File: config.mk
export PLATFORM = sky130hd
export DESIGN_NAME = ysyx_25040109_mem_arbiter_flat
export DESIGN_NICKNAME = d
export VERILOG_FILES = /design/src/rtl/ysyx_25040109_mem_arbiter_if.sv /design/src/rtl/ysyx_25040109_mem_arbiter.sv /design/src/flat_wrapper.sv
export SDC_FILE = /design/constraint.sdc
export NUM_CORES = 1
export LEC_CHECK = 0
export CAP_MARGIN = 20
export CORE_AREA = 2 2 169 171
export CTS_BUF_LIST = sky130_fd_sc_hd__clkbuf_4
export DETAILED_ROUTE_END_ITERATION = 12
export DIE_AREA = 0 0 171 173
export PLACE_DENSITY = 0.4
export SLEW_MARGIN = 20
export SYNTH_ARGS = -nofsm -noshare
export SYNTH_HDL_FRONTEND = slang
export SYNTH_SLANG_ARGS = --single-unit
File: constraint.sdc
create_clock -name clk -period 4.4 [get_ports clk]
set_input_delay 0.66 -clock clk [delete_from_list [all_inputs] [get_ports clk]]
set_output_delay 0.66 -clock clk [all_outputs]
set_load 0.02 [all_outputs]
File: src/rtl/ysyx_25040109_mem_arbiter_if.sv
// AXI4-Lite bundle shared by the IFU, LSU and memory-side ports
// of the memory arbiter.
interface ysyx_25040109_mem_arbiter_if #(
  parameter int AW = 32
) ();

  logic [AW-1:0] araddr;
  logic          arvalid;
  logic          arready;

  logic [31:0]   rdata;
  logic [1:0]    rresp;
  logic          rvalid;
  logic          rready;

  logic [AW-1:0] awaddr;
  logic          awvalid;
  logic          awready;

  logic [31:0]   wdata;
  logic [3:0]    wstrb;
  logic          wvalid;
  logic          wready;

  logic [1:0]    bresp;
  logic          bvalid;
  logic          bready;

  modport master (
    output araddr, arvalid,
    input  arready,
    input  rdata, rresp, rvalid,
    output rready,
    output awaddr, awvalid,
    input  awready,
    output wdata, wstrb, wvalid,
    input  wready,
    input  bresp, bvalid,
    output bready
  );

  modport slave (
    input  araddr, arvalid,
    output arready,
    output rdata, rresp, rvalid,
    input  rready,
    input  awaddr, awvalid,
    output awready,
    input  wdata, wstrb, wvalid,
    output wready,
    output bresp, bvalid,
    input  bready
  );

endinterface

File: src/rtl/ysyx_25040109_mem_arbiter.sv
// Shares one AXI4-Lite memory slave between IFU (read-only)
// and LSU (read/write); one transaction in flight at a time.
module ysyx_25040109_mem_arbiter #(
  parameter bit RR = 1'b1,
  parameter int AW = 32
) (
  input logic clk,
  input logic rst,
  ysyx_25040109_mem_arbiter_if.slave  ifu,
  ysyx_25040109_mem_arbiter_if.slave  lsu,
  ysyx_25040109_mem_arbiter_if.master mem
);

  typedef enum logic [1:0] {
    IDLE,
    IFU_RD,
    LSU_RD,
    LSU_WR
  } state_t;

  state_t state, state_n;
  logic   last_grant, last_n;
  logic   ar_done, ar_done_n;
  logic   aw_done, aw_done_n;
  logic   w_done, w_done_n;

  logic   lsu_req;
  logic   lsu_win;
  logic   ar_fire;
  logic   aw_fire;
  logic   w_fire;
  logic   b_ok;

  // IFU never writes; its write channel is tied off.
  logic [AW-1:0] unused_ifu_awaddr;
  logic          unused_ifu_bits;

  assign unused_ifu_awaddr = ifu.awaddr;
  assign unused_ifu_bits   = ^{ifu.awvalid, ifu.wdata,
                               ifu.wstrb, ifu.wvalid,
                               ifu.bready};

  assign ifu.awready = 1'b0;
  assign ifu.wready  = 1'b0;
  assign ifu.bresp   = 2'b00;
  assign ifu.bvalid  = 1'b0;

  assign lsu_req = lsu.arvalid | lsu.awvalid;
  assign lsu_win = lsu_req &&
                   (!ifu.arvalid || !RR || !last_grant);

  always_ff @(posedge clk) begin
    if (rst) begin
      state      <= IDLE;
      last_grant <= 1'b1;
      ar_done    <= 1'b0;
      aw_done    <= 1'b0;
      w_done     <= 1'b0;
    end else begin
      state      <= state_n;
      last_grant <= last_n;
      ar_done    <= ar_done_n;
      aw_done    <= aw_done_n;
      w_done     <= w_done_n;
    end
  end

  always_comb begin
    state_n     = state;
    last_n      = last_grant;
    ar_done_n   = ar_done;
    aw_done_n   = aw_done;
    w_done_n    = w_done;
    ar_fire     = 1'b0;
    aw_fire     = 1'b0;
    w_fire      = 1'b0;
    b_ok        = 1'b0;

    mem.araddr  = '0;
    mem.arvalid = 1'b0;
    mem.rready  = 1'b0;
    mem.awaddr  = '0;
    mem.awvalid = 1'b0;
    mem.wdata   = '0;
    mem.wstrb   = '0;
    mem.wvalid  = 1'b0;
    mem.bready  = 1'b0;

    ifu.arready = 1'b0;
    ifu.rdata   = '0;
    ifu.rresp   = '0;
    ifu.rvalid  = 1'b0;

    lsu.arready = 1'b0;
    lsu.rdata   = '0;
    lsu.rresp   = '0;
    lsu.rvalid  = 1'b0;
    lsu.awready = 1'b0;
    lsu.wready  = 1'b0;
    lsu.bresp   = '0;
    lsu.bvalid  = 1'b0;

    unique case (state)
      IDLE: begin
        ar_done_n = 1'b0;
        aw_done_n = 1'b0;
        w_done_n  = 1'b0;
        if (lsu_win) begin
          last_n  = 1'b1;
          state_n = lsu.awvalid ? LSU_WR : LSU_RD;
        end else if (ifu.arvalid) begin
          last_n  = 1'b0;
          state_n = IFU_RD;
        end
      end

      IFU_RD: begin
        mem.araddr  = ifu.araddr;
        mem.arvalid = ifu.arvalid && !ar_done;
        ifu.arready = mem.arready && !ar_done;
        ar_fire     = mem.arvalid && mem.arready;
        ifu.rdata   = mem.rdata;
        ifu.rresp   = mem.rresp;
        ifu.rvalid  = mem.rvalid;
        mem.rready  = ifu.rready;
        if (ar_fire) ar_done_n = 1'b1;
        if (mem.rvalid && mem.rready) state_n = IDLE;
      end

      LSU_RD: begin
        mem.araddr  = lsu.araddr;
        mem.arvalid = lsu.arvalid && !ar_done;
        lsu.arready = mem.arready && !ar_done;
        ar_fire     = mem.arvalid && mem.arready;
        lsu.rdata   = mem.rdata;
        lsu.rresp   = mem.rresp;
        lsu.rvalid  = mem.rvalid;
        mem.rready  = lsu.rready;
        if (ar_fire) ar_done_n = 1'b1;
        if (mem.rvalid && mem.rready) state_n = IDLE;
      end

      LSU_WR: begin
        mem.awaddr  = lsu.awaddr;
        mem.awvalid = lsu.awvalid && !aw_done;
        lsu.awready = mem.awready && !aw_done;
        aw_fire     = mem.awvalid && mem.awready;
        mem.wdata   = lsu.wdata;
        mem.wstrb   = lsu.wstrb;
        mem.wvalid  = lsu.wvalid && !w_done;
        lsu.wready  = mem.wready && !w_done;
        w_fire      = mem.wvalid && mem.wready;
        // B is only meaningful once both AW and W are through.
        b_ok        = (aw_done && w_done) ||
                      (aw_fire && w_fire);
        lsu.bresp   = mem.bresp;
        lsu.bvalid  = mem.bvalid && b_ok;
        mem.bready  = lsu.bready && b_ok;
        if (aw_fire) aw_done_n = 1'b1;
        if (w_fire)  w_done_n  = 1'b1;
        if (mem.bvalid && mem.bready) state_n = IDLE;
      end

      default: state_n = IDLE;
    endcase
  end

endmodule

File: src/flat_wrapper.sv
// flat-port wrapper written by rule: the top's interface ports become plain ports
module ysyx_25040109_mem_arbiter_flat 
#(
  parameter bit RR = 1'b1,
  parameter int AW = 32
)
  (clk, rst, ifu_araddr, ifu_arvalid, ifu_arready, ifu_rdata, ifu_rresp, ifu_rvalid, ifu_rready, ifu_awaddr, ifu_awvalid, ifu_awready, ifu_wdata, ifu_wstrb, ifu_wvalid, ifu_wready, ifu_bresp, ifu_bvalid, ifu_bready, lsu_araddr, lsu_arvalid, lsu_arready, lsu_rdata, lsu_rresp, lsu_rvalid, lsu_rready, lsu_awaddr, lsu_awvalid, lsu_awready, lsu_wdata, lsu_wstrb, lsu_wvalid, lsu_wready, lsu_bresp, lsu_bvalid, lsu_bready, mem_araddr, mem_arvalid, mem_arready, mem_rdata, mem_rresp, mem_rvalid, mem_rready, mem_awaddr, mem_awvalid, mem_awready, mem_wdata, mem_wstrb, mem_wvalid, mem_wready, mem_bresp, mem_bvalid, mem_bready);
  ysyx_25040109_mem_arbiter_if #(.AW(AW)) ifu_i ();
  ysyx_25040109_mem_arbiter_if #(.AW(AW)) lsu_i ();
  ysyx_25040109_mem_arbiter_if #(.AW(AW)) mem_i ();
  input logic clk;
  input logic rst;
  input wire logic [$bits(ifu_i.araddr)-1:0] ifu_araddr;
  input wire logic [$bits(ifu_i.arvalid)-1:0] ifu_arvalid;
  output wire logic [$bits(ifu_i.arready)-1:0] ifu_arready;
  output wire logic [$bits(ifu_i.rdata)-1:0] ifu_rdata;
  output wire logic [$bits(ifu_i.rresp)-1:0] ifu_rresp;
  output wire logic [$bits(ifu_i.rvalid)-1:0] ifu_rvalid;
  input wire logic [$bits(ifu_i.rready)-1:0] ifu_rready;
  input wire logic [$bits(ifu_i.awaddr)-1:0] ifu_awaddr;
  input wire logic [$bits(ifu_i.awvalid)-1:0] ifu_awvalid;
  output wire logic [$bits(ifu_i.awready)-1:0] ifu_awready;
  input wire logic [$bits(ifu_i.wdata)-1:0] ifu_wdata;
  input wire logic [$bits(ifu_i.wstrb)-1:0] ifu_wstrb;
  input wire logic [$bits(ifu_i.wvalid)-1:0] ifu_wvalid;
  output wire logic [$bits(ifu_i.wready)-1:0] ifu_wready;
  output wire logic [$bits(ifu_i.bresp)-1:0] ifu_bresp;
  output wire logic [$bits(ifu_i.bvalid)-1:0] ifu_bvalid;
  input wire logic [$bits(ifu_i.bready)-1:0] ifu_bready;
  input wire logic [$bits(lsu_i.araddr)-1:0] lsu_araddr;
  input wire logic [$bits(lsu_i.arvalid)-1:0] lsu_arvalid;
  output wire logic [$bits(lsu_i.arready)-1:0] lsu_arready;
  output wire logic [$bits(lsu_i.rdata)-1:0] lsu_rdata;
  output wire logic [$bits(lsu_i.rresp)-1:0] lsu_rresp;
  output wire logic [$bits(lsu_i.rvalid)-1:0] lsu_rvalid;
  input wire logic [$bits(lsu_i.rready)-1:0] lsu_rready;
  input wire logic [$bits(lsu_i.awaddr)-1:0] lsu_awaddr;
  input wire logic [$bits(lsu_i.awvalid)-1:0] lsu_awvalid;
  output wire logic [$bits(lsu_i.awready)-1:0] lsu_awready;
  input wire logic [$bits(lsu_i.wdata)-1:0] lsu_wdata;
  input wire logic [$bits(lsu_i.wstrb)-1:0] lsu_wstrb;
  input wire logic [$bits(lsu_i.wvalid)-1:0] lsu_wvalid;
  output wire logic [$bits(lsu_i.wready)-1:0] lsu_wready;
  output wire logic [$bits(lsu_i.bresp)-1:0] lsu_bresp;
  output wire logic [$bits(lsu_i.bvalid)-1:0] lsu_bvalid;
  input wire logic [$bits(lsu_i.bready)-1:0] lsu_bready;
  output wire logic [$bits(mem_i.araddr)-1:0] mem_araddr;
  output wire logic [$bits(mem_i.arvalid)-1:0] mem_arvalid;
  input wire logic [$bits(mem_i.arready)-1:0] mem_arready;
  input wire logic [$bits(mem_i.rdata)-1:0] mem_rdata;
  input wire logic [$bits(mem_i.rresp)-1:0] mem_rresp;
  input wire logic [$bits(mem_i.rvalid)-1:0] mem_rvalid;
  output wire logic [$bits(mem_i.rready)-1:0] mem_rready;
  output wire logic [$bits(mem_i.awaddr)-1:0] mem_awaddr;
  output wire logic [$bits(mem_i.awvalid)-1:0] mem_awvalid;
  input wire logic [$bits(mem_i.awready)-1:0] mem_awready;
  output wire logic [$bits(mem_i.wdata)-1:0] mem_wdata;
  output wire logic [$bits(mem_i.wstrb)-1:0] mem_wstrb;
  output wire logic [$bits(mem_i.wvalid)-1:0] mem_wvalid;
  input wire logic [$bits(mem_i.wready)-1:0] mem_wready;
  input wire logic [$bits(mem_i.bresp)-1:0] mem_bresp;
  input wire logic [$bits(mem_i.bvalid)-1:0] mem_bvalid;
  output wire logic [$bits(mem_i.bready)-1:0] mem_bready;
  assign ifu_i.araddr = ifu_araddr;
  assign ifu_i.arvalid = ifu_arvalid;
  assign ifu_arready = ifu_i.arready;
  assign ifu_rdata = ifu_i.rdata;
  assign ifu_rresp = ifu_i.rresp;
  assign ifu_rvalid = ifu_i.rvalid;
  assign ifu_i.rready = ifu_rready;
  assign ifu_i.awaddr = ifu_awaddr;
  assign ifu_i.awvalid = ifu_awvalid;
  assign ifu_awready = ifu_i.awready;
  assign ifu_i.wdata = ifu_wdata;
  assign ifu_i.wstrb = ifu_wstrb;
  assign ifu_i.wvalid = ifu_wvalid;
  assign ifu_wready = ifu_i.wready;
  assign ifu_bresp = ifu_i.bresp;
  assign ifu_bvalid = ifu_i.bvalid;
  assign ifu_i.bready = ifu_bready;
  assign lsu_i.araddr = lsu_araddr;
  assign lsu_i.arvalid = lsu_arvalid;
  assign lsu_arready = lsu_i.arready;
  assign lsu_rdata = lsu_i.rdata;
  assign lsu_rresp = lsu_i.rresp;
  assign lsu_rvalid = lsu_i.rvalid;
  assign lsu_i.rready = lsu_rready;
  assign lsu_i.awaddr = lsu_awaddr;
  assign lsu_i.awvalid = lsu_awvalid;
  assign lsu_awready = lsu_i.awready;
  assign lsu_i.wdata = lsu_wdata;
  assign lsu_i.wstrb = lsu_wstrb;
  assign lsu_i.wvalid = lsu_wvalid;
  assign lsu_wready = lsu_i.wready;
  assign lsu_bresp = lsu_i.bresp;
  assign lsu_bvalid = lsu_i.bvalid;
  assign lsu_i.bready = lsu_bready;
  assign mem_araddr = mem_i.araddr;
  assign mem_arvalid = mem_i.arvalid;
  assign mem_i.arready = mem_arready;
  assign mem_i.rdata = mem_rdata;
  assign mem_i.rresp = mem_rresp;
  assign mem_i.rvalid = mem_rvalid;
  assign mem_rready = mem_i.rready;
  assign mem_awaddr = mem_i.awaddr;
  assign mem_awvalid = mem_i.awvalid;
  assign mem_i.awready = mem_awready;
  assign mem_wdata = mem_i.wdata;
  assign mem_wstrb = mem_i.wstrb;
  assign mem_wvalid = mem_i.wvalid;
  assign mem_i.wready = mem_wready;
  assign mem_i.bresp = mem_bresp;
  assign mem_i.bvalid = mem_bvalid;
  assign mem_bready = mem_i.bready;
  ysyx_25040109_mem_arbiter #(.RR(RR), .AW(AW)) u_core (.clk(clk), .rst(rst), .ifu(ifu_i), .lsu(lsu_i), .mem(mem_i));
endmodule
==> results of run 1 <==
-- area by class of cell --
type / instances / area (um2)
sequential: 6 / 120
multi-input combinational: 262 / 1720
timing repair buffer: 368 / 3670
tap: 378 / 473
inverter: 8 / 30.0
clock buffer: 3 / 22.5
antenna: 3 / 7.51
fill: 3120 / 21600
-- flip-flops by register name, summed over array words and instances, names as in the netlist --
signal,cells
u_core.state,2
u_core.ar_done,1
u_core.aw_done,1
u_core.last_grant,1
u_core.w_done,1
-- final timing paths --
kind	cells after the start	to	from
min reg2reg	1	u_core.last_grant	u_core.last_grant
max	6	mem_araddr[15]	u_core.state[0]
min	1	u_core.last_grant	u_core.last_grant
max reg2reg	7	u_core.ar_done	u_core.state[1]
-- cell usage after synthesis, drive strengths merged (3+ instances only) --
cell / number
and2: 141
a22oi: 35
nor2b: 35
clkbuf: 23
buf: 10
inv: 8
nor2: 8
dfxtp: 6
nand2: 5
ha: 4
and3b: 3
o21ai: 3
-- power by group through the flow --
stage	registers [mW]	logic, mW	clock network, mW
floorplan	0.0801	0.893	0
global placement	0.0851	1.73	0
detailed placement	0.0857	1.70	0
CTS	0.0847	1.71	0.0560
global route	0.0864	1.80	0.0582
finish	0.0847	1.67	0.0527
-- critical path, stage by stage (launching register included) --
cell	delay (ps)
dfxtp_1	350
inv_1	100
ha_2	510
buf_4	500
a22oi_1	170
nor2b_1	190
clkdlybuf4s50_1	640
-- placed cells by master, fill, tap and decap left out, types with 2 or more instances in the layout --
cell type / synthesis / final
o21ai_0: 3 / 3
mux2i_1: 2 / 2
clkbuf_4: 0 / 3
nor2_1: 8 / 8
nand2_1: 5 / 5
inv_1: 8 / 8
nor2b_1: 35 / 35
a21oi_1: 2 / 2
nand2b_1: 2 / 2
a211o_1: 2 / 2
ha_2: 0 / 3
dfxtp_1: 6 / 6
nor3b_1: 2 / 2
nor3_1: 2 / 2
buf_4: 5 / 5
and2_1: 141 / 141
conb_1: 1 / 5
and3b_1: 3 / 3
diode_2: 0 / 3
a22oi_1: 35 / 35
clkdlybuf4s50_1: 0 / 363
-- metal layers --
metal	up-vias	wire (um)	GRT usage (%)
li1	1672	-	-
met1	1499	5180	9.25
met2	229	6890	15.7
met3	10	1730	3.11
met4	0	209	2.26
met5	-	0	0
-- cells by family after synthesis --
logic type	Yosys count
simple gates	203
fa+ha+maj	4
mux	2
other cells	1
flops	6
buf+inv	41
compound gates	48
==> impl_results.md, run 1 <==
* Largest net degree at the start of global routing at 45
* CTS tree: yes
* # DRC at 0
* Switch share at 48.1%
* Final wirelength at 14,000 um
* Post-Synth XOR/XNOR Area at 0%
* Site Rows at 61
* Worst setup SP type: flop
* Vias at 3,410
* Critical Path Fanout Max at 44
* Initial DRT Pass Iterations at 4
* Peak VDD IR at 0.121 mV
* Power, Total at 1.81 mW
* Area Growth Syn to Fin at 203%
* Pwr/cell area at 299 nW/um2
* WP data required at 3740 ps
* Routed len/inst at 13.6 um
* NetSw at 0.868 mW
* Post-Layout Inst Area at 6040 um2
* Synth top area cells: and2_1, a22oi_1, nor2b_1, dfxtp_1, clkbuf_1
* Gr usage total at 8.60%
* Cell count after synthesis at 305
* Post-route setup slack at 988 ps
* Clock root cell: clkbuf_4
* Hold Crit Class: reg -> reg
* Via density at 3.32
* R2R setup slack at 2100 ps
* Post-layout minimum cycle time at 3410 ps
* Setup TNS at 0 ps
* CTS Buf Count at 3
* Final setup fails at 0
* DR iter-0 viols at 63
* Core Box Area at 27,600 um2
* RePlAce Congestion at 0.732
* Period utilisation layout at 77.5%
* RSZ-0062 raised after global routing: false
* Ys flop type: dfxtp_1
* Synth Area in Compound Gates at 18.7%
* Final Non-Filler Cells at 1,028
* Final ANT Viol Nets at 0
* Avg Cell Area, Syn at 6.55 um2
* Pleak at 2.11 nW
* Core Util, Final at 21.9%
* Status: finished clean
* WS Path Type: reg -> out
* Post-layout nets at 906
* Async SR Flop Fraction at 0%
* Cell taking the most area after synthesis: and2_1
* Slew Limit Fails at 0
* Cell-internal power at 0.938 mW
* Worst-Margin Slew at 851 ps
* Cell Area, Synth at 2000 um2
* Die Ht at 173 um
* Multiplexer area fraction after synthesis at 1.00%
* H-Tree Depth at 1
* Post-place setup slack at 1180 ps
* Largest family of logic cells by synthesized area: simple AND/OR/NAND/NOR gates
* Die X at 171 um
* Share of layout cells above drive strength 1 at 2.01%
* Max_cap viols at 0
* Placed cell count at 1,022
* Count of flip-flops with a built-in enable after synthesis at 0
* Synth Area in Adders at 2.51%
* Setup bufs post-CTS at 0
* Worst skew pair latency at 250 ps
* Post-Synth Simple-Gate Area at 62.5%
* Total I/O pin count at 440
* First-pass GRT wire length at 19,600 um
* Synthesized flop and latch total at 6
* Final hold vios at 0
* Port bufs at 363
* Max_slew headroom at 43.3%
* Synth warn at 0
* Die ar. at 29,600 um2
* Synth cell types at 33
* WP data arrival at 2750 ps
* Starting Density at 7.23%
* Hold Slack at 500 ps
* Cts hold-fix bufs at 0
* CTS clk-pin slew, worst paths at 50 ps
* Cell Area, Placed at 6010 um2
* Logic pwr share at 92.4%
* Number of clock sinks at 6
* Placed wire-length estimate at 11,800 um
* Top cell type's share of synthesized area at 44.2%
* Fmax achieved at 0.293 GHz
* Crit end category: primary output
* Total congestion overflow after global routing at 0
* Register area share after synthesis at 6.02%
* Clock power frac at 2.9%
* Reg power frac at 4.7%
* Initial antenna violation count at 3
* Number of global-route vias before repair at 3,359
* Post-CTS sizing at 0
* Skew final at 0.464 ps
* Max clock buf depth at 2
No activity file was read; power rests on OpenSTA's default activity.
==> run 2: changes to the inputs <==
- CORE_AREA: 2 2 169 171 -> 2 2 173 175
- DIE_AREA: 0 0 171 173 -> 0 0 175 177
- PLACE_DENSITY: 0.4 -> 0.38
- clock period: 4.4 -> 3.5 ns (I/O delays scaled with it)
==> run 2 against run 1 <==
Utilization down 1.0 points. Power up 27%. Clock power up 25%. Register-to-register slack worse by 550 ps.
==> impl_results.md, run 2 (synthesized netlist as in run 1, its figures left out) <==
* Grt met3 use at 2.79% (-0.32 points)
* Peak VDD IR at 0.179 mV (+48%)
* CTS clk-pin slew, worst paths at 50 ps (about the same)
* Hold Crit Class: reg -> reg
* Grt met1 use at 8.65% (-0.60 points)
* Worst setup SP type: flop
* Total I/O pin count at 440 (unchanged)
* Final wirelength at 13,100 um (-6.9%)
* Post-CTS sizing at 0 (unchanged)
* RSZ-0062 raised after global routing: false
* Setup bufs post-CTS at 0 (unchanged)
* First-pass GRT wire length at 18,700 um (-4.8%)
* CTS Buf Count at 3 (unchanged)
* Number of global-route vias before repair at 3,213 (-4.3%)
* Die X at 175 um (+2.3%)
* Met2 GRT Util at 14.1% (-1.6 points)
* Clock root cell: clkbuf_4
* Starting Density at 6.83% (-0.40 points)
* Critical Path Fanout Max at 47 (+6.8%)
* Crit end category: primary output
* Placed wire-length estimate at 10,900 um (-7.5%)
* Max_cap viols at 0 (unchanged)
* Slew Limit Fails at 0 (unchanged)
* WS Path Type: reg -> out
* Max clock buf depth at 2 (unchanged)
* Routed len/inst at 12.5 um (-8.2%)
* Worst skew pair latency at 240 ps (about the same)
* Die ar. at 31,000 um2 (+4.7%)
* Post-layout nets at 911 (+0.55%)
* Port bufs at 363 (unchanged)
* Final hold vios at 0 (unchanged)
* Status: finished clean
* Number of clock sinks at 6 (unchanged)
* Final Non-Filler Cells at 1,043 (+1.5%)
* Filler Cells Inserted at 3,268 (+4.7%)
* Initial antenna violation count at 1 (-2)
* Largest net degree at the start of global routing at 48 (+6.7%)
* Final setup fails at 0 (unchanged)
* RePlAce Congestion at 0.663 (-9.4%)
* Pleak at 2.14 nW (+1.4%)
* Period utilisation layout at 79.6%
* Die Ht at 177 um (+2.3%)
* Area taken by multi-input logic gates at 1720 um2 (unchanged)
* Pwr/cell area at 375 nW/um2 (+26%)
* Share of layout cells above drive strength 1 at 2.76% (+0.75 points)
* Sequential cell area at 120 um2 (unchanged)
* Skew final at 0.985 ps (+0.521 ps)
* Commonest non-fill, non-tap cell in the layout: clkdlybuf4s50_1
* Core Box Area at 29,200 um2 (+5.8%)
* Placed cell count at 1,039 (+1.7%)
* Total congestion overflow after global routing at 0 (unchanged)
* Commonest cells after routing, fill and taps aside: clkdlybuf4s50_1, and2_1, a22oi_1, nor2b_1, buf_4
* Site Rows at 63 (+3.3%)
* Reg with most FFs: u_core.state
* WP data required at 2970 ps (-770 ps)
* Setup TNS at 0 ps (unchanged)
* Post-layout minimum cycle time at 2790 ps
* Fmax achieved at 0.359 GHz
* CTS tree: yes
* DR iter-0 viols at 99 (+57%)
* Cts hold-fix bufs at 0 (unchanged)
* Vias at 3,348 (-1.8%)
* WP data arrival at 2260 ps (-490 ps)
* Gr usage total at 7.72% (-0.88 points)
* FF-to-FF path depth at 7 (unchanged)
* Core Util, Final at 20.9% (-1.0 points)
* Initial DRT Pass Iterations at 4 (unchanged)
* H-Tree Depth at 1 (unchanged)
* Hold-critical path depth at 1 (unchanged)
* Area Growth Syn to Fin at 206%
* Max reg flops at 2 (unchanged)
* Final ANT Viol Nets at 0 (unchanged)
* # DRC at 0 (unchanged)
* Via density at 3.21 (-3.2%)
* GRT busiest layer: met2
==> run 2: cell count changes in the layout (fill, tap and decap cells not counted), sizes merged <==
cell	delta
buf	+5
diode	-2
==> run 2: worst max-delay path: stages, from the launching register on <==
cell             delay [ps]
dfxtp_1                 330
inv_1                   110
ha_2                    220
buf_12                  200
a22oi_1                 100
nor3b_1                 250
buf_4                   180
clkdlybuf4s50_1         620
==> run 2: cell type report <==
cell class / count / share of cell area, %
clock buffers: 3 / 0.369
well taps: 390 / 8.00
repair buffers: 373 / 61.0
multi-input cells: 262 / 28.2
diodes: 1 / 0.0410
flip-flops and latches: 6 / 1.97
inverters: 8 / 0.492
==> run 2: path summary, 6_finish.rpt <==
kind	from	to	slack, ps
max reg2reg	u_core.state[0]	u_core.ar_done	1550
max	u_core.state[1]	mem_arvalid	710
min	u_core.last_grant	u_core.last_grant	490
min reg2reg	u_core.last_grant	u_core.last_grant	490
==> run 2: metrics by stage <==
stage,setup WS [ps],total power [mW],hold WS [ps],cell area [um2]
2_1_floorplan,1440,1.22,461,2010
3_3_place_gp,658,2.30,472,6080
3_5_place_dp,663,2.27,482,6080
4_1_cts,586,2.34,495,6100
5_1_grt,557,2.47,508,6100
6_report,713,2.29,491,6100
==> run 2: where the power goes <==
group	switching, mW	internal [mW]
registers	0.0167	0.0875
logic	1.05	1.07
clock network	0.0268	0.0389
==> run 2: per-layer routing <==
layer | vias to the layer above | wire length (um)
li1 | 1679 | -
met1 | 1430 | 5020
met4 | 0 | 111
met3 | 4 | 1460
met2 | 235 | 6460
met5 | - | 0
==> run 3: changes to the inputs <==
- clock period: 3.5 -> 2.9 ns (I/O delays scaled with it)
==> run 3 against run 2 <==
Critical path depth decreased by 1. Critical endpoint is now mem_araddr[27]. Highest routed layer unchanged. Critical path type unchanged. Clock skew increased by 8.9 ps. Power increased by 23%. Die area unchanged. Count of clock-buffer cells in the layout unchanged. Sequential power increased by 23%. Flip-flop and latch count unchanged. Setup slack got worse by 430 ps. Utilization increased by 0.094 points. Final cell count about the same. Worst hold slack improved by 8.9 ps. Via count increased by 0.93%.
==> impl_results.md, run 3 (synthesized netlist as in run 1, its figures left out) <==
* Status: finished clean
* Initial DRT Pass Iterations at 4 (unchanged)
* Filler Cells Inserted at 3,235 (-1.0%)
* Final wirelength at 13,100 um (+0.68%)
* RSZ-0062 raised after global routing: false
* Routed len/inst at 12.6 um (+0.78%)
* Hold-critical path depth at 1 (unchanged)
* Sequential cell area at 120 um2 (unchanged)
* Met1 WL at 4940 um (-1.6%)
* Share of layout cells above drive strength 1 at 2.76% (+0.0042 points)
* Routed met2 length at 6600 um (+2.3%)
* Total congestion overflow after global routing at 0 (unchanged)
* Site Rows at 63 (unchanged)
* CTS clk-pin slew, worst paths at 60 ps (about the same)
* FF-to-FF path depth at 7 (unchanged)
* Largest net degree at the start of global routing at 74 (+54%)
* Post-CTS sizing at 0 (unchanged)
* Placed wire-length estimate at 10,900 um (-0.63%)
* Starting Density at 6.83% (unchanged)
* Peak VDD IR at 0.282 mV (+58%)
* Post-layout minimum cycle time at 2620 ps
* CTS Buf Count at 3 (unchanged)
* WS Path Type: reg -> out
* Reg with most FFs: u_core.state
* Area taken by multi-input logic gates at 1720 um2 (unchanged)
* Count of buffer and inverter cells on the critical path at 3 (-1)
* Total I/O pin count at 440 (unchanged)
* # DRC at 0 (unchanged)
* Final ANT Viol Nets at 0 (unchanged)
* Setup TNS at 0 ps (unchanged)
* Reg power frac at 4.5% (about the same)
* Switch share at 47.3% (-0.36 points)
* WP data arrival at 2180 ps (-80 ps)
* CTS tree: yes
* Max_cap viols at 0 (unchanged)
* Worst skew pair latency at 250 ps (about the same)
* Cell Chain, Critical Path: inv_1, ha_2, buf_12, a22oi_1, nor2b_1, clkdlybuf4s50_1
* Commonest cells after routing, fill and taps aside: clkdlybuf4s50_1, and2_1, a22oi_1, nor2b_1
* Commonest non-fill, non-tap cell in the layout: clkdlybuf4s50_1
* Clock root cell: clkbuf_4
* Clock power frac at 2.9% (about the same)
* Crit end category: primary output
* First-pass GRT wire length at 18,900 um (+1.1%)
* Worst setup SP type: flop
* Post-layout nets at 910 (-0.11%)
* Vias at 3,379 (+0.93%)
* Max_slew headroom at 65.3%
* NetSw at 1.34 mW (+23%)
* Final hold vios at 0 (unchanged)
* Final setup fails at 0 (unchanged)
* Fmax achieved at 0.382 GHz
* Skew final at 9.84 ps (+8.85 ps)
* Die X at 175 um (unchanged)
* Core Box Area at 29,200 um2 (unchanged)
* Number of clock sinks at 6 (unchanged)
* Critical Path Fanout Max at 73 (+55%)
* Via density at 3.24 (+1.0%)
* H-Tree Depth at 1 (unchanged)
* Die Ht at 177 um (unchanged)
* Area Growth Syn to Fin at 207%
* Die ar. at 31,000 um2 (unchanged)
* Power, Total at 2.83 mW (+23%)
* Cell-internal power at 1.49 mW (+24%)
* DR iter-0 viols at 121 (+22%)
* Cts hold-fix bufs at 0 (unchanged)
* Met3 WL post-DR at 1540 um (+5.1%)
* Pleak at 2.15 nW (+0.28%)
* Stages on the worst setup path at 6 (-1)
* Gr usage total at 7.82% (+0.10 points)
* Worst-Margin Slew at 520 ps
* Slowest stage cell, crit path: clkdlybuf4s50_1
* Period utilisation layout at 90.2%
* WP data required at 2470 ps (-500 ps)
* Number of global-route vias before repair at 3,250 (+1.2%)
* CP top delay family: buffers and inverters
* Logic pwr share at 92.6% (about the same)
* RePlAce Congestion at 0.666 (+0.47%)
* Port bufs at 363 (unchanged)
* Setup bufs post-CTS at 0 (unchanged)
* Max reg flops at 2 (unchanged)
* Pwr/cell area at 461 nW/um2 (+23%)
* Worst path max stage delay at 640 ps (+20 ps)
* DR top layer: met4
* Slew Limit Fails at 0 (unchanged)
* Max clock buf depth at 2 (unchanged)
* Hold Crit Class: reg -> reg
* Initial antenna violation count at 1 (unchanged)
## run 3: cell types whose count changed in the layout (fill, tap and decap cells not counted), sizes merged
cell           change
clkdlybuf4s50      -1
## run 3: path summary, 6_finish.rpt
check	start	to	slack (ps)
hold / removal	u_core.last_grant	u_core.last_grant	500
hold reg to reg	u_core.last_grant	u_core.last_grant	500
setup reg to reg	u_core.state[1]	u_core.ar_done	980
setup / recovery	u_core.state[0]	mem_araddr[27]	280
## run 3: layout make-up
type	count	area share, %
well taps	390	7.96
clock buffers	3	0.367
diodes	1	0.0408
repair buffers	372	61.2
inverters	8	0.490
multi-input cells	262	28.0
flip-flops and latches	6	1.96
## run 3: metrics by stage
| step | instance area, um2 | utilization (%) | hold slack, ps | setup WS, ps | instances |
|---|---|---|---|---|---|
| 6_report | 6130 | 21.0 | 500 | 284 | 1042 |
| 3_5_place_dp | 6100 | 20.9 | 480 | 295 | 1038 |
| 4_1_cts | 6130 | 21.0 | 497 | 245 | 1041 |
| 2_1_floorplan | 2010 | - | 461 | 932 | 309 |
| 5_1_grt | 6130 | 21.0 | 525 | 134 | 1042 |
| 3_3_place_gp | 6100 | 20.9 | 472 | 294 | 1038 |
## run 3: per-layer routing
| metal | up-vias | global-route usage (%) |
|---|---|---|
| met4 | 0 | 1.04 |
| met3 | 2 | 2.84 |
| met5 | - | 0 |
| met1 | 1464 | 8.65 |
| li1 | 1678 | - |
| met2 | 235 | 14.6 |
## run 3: power groups by stage
stage          Clock [mW]  Sequential (mW)  Combinational [mW]
2_1_floorplan           0            0.121                1.36
3_3_place_gp            0            0.128                2.72
3_5_place_dp            0            0.130                2.67
4_1_cts            0.0888            0.128                2.68
5_1_grt            0.0913            0.131                2.83
6_report           0.0817            0.128                2.62
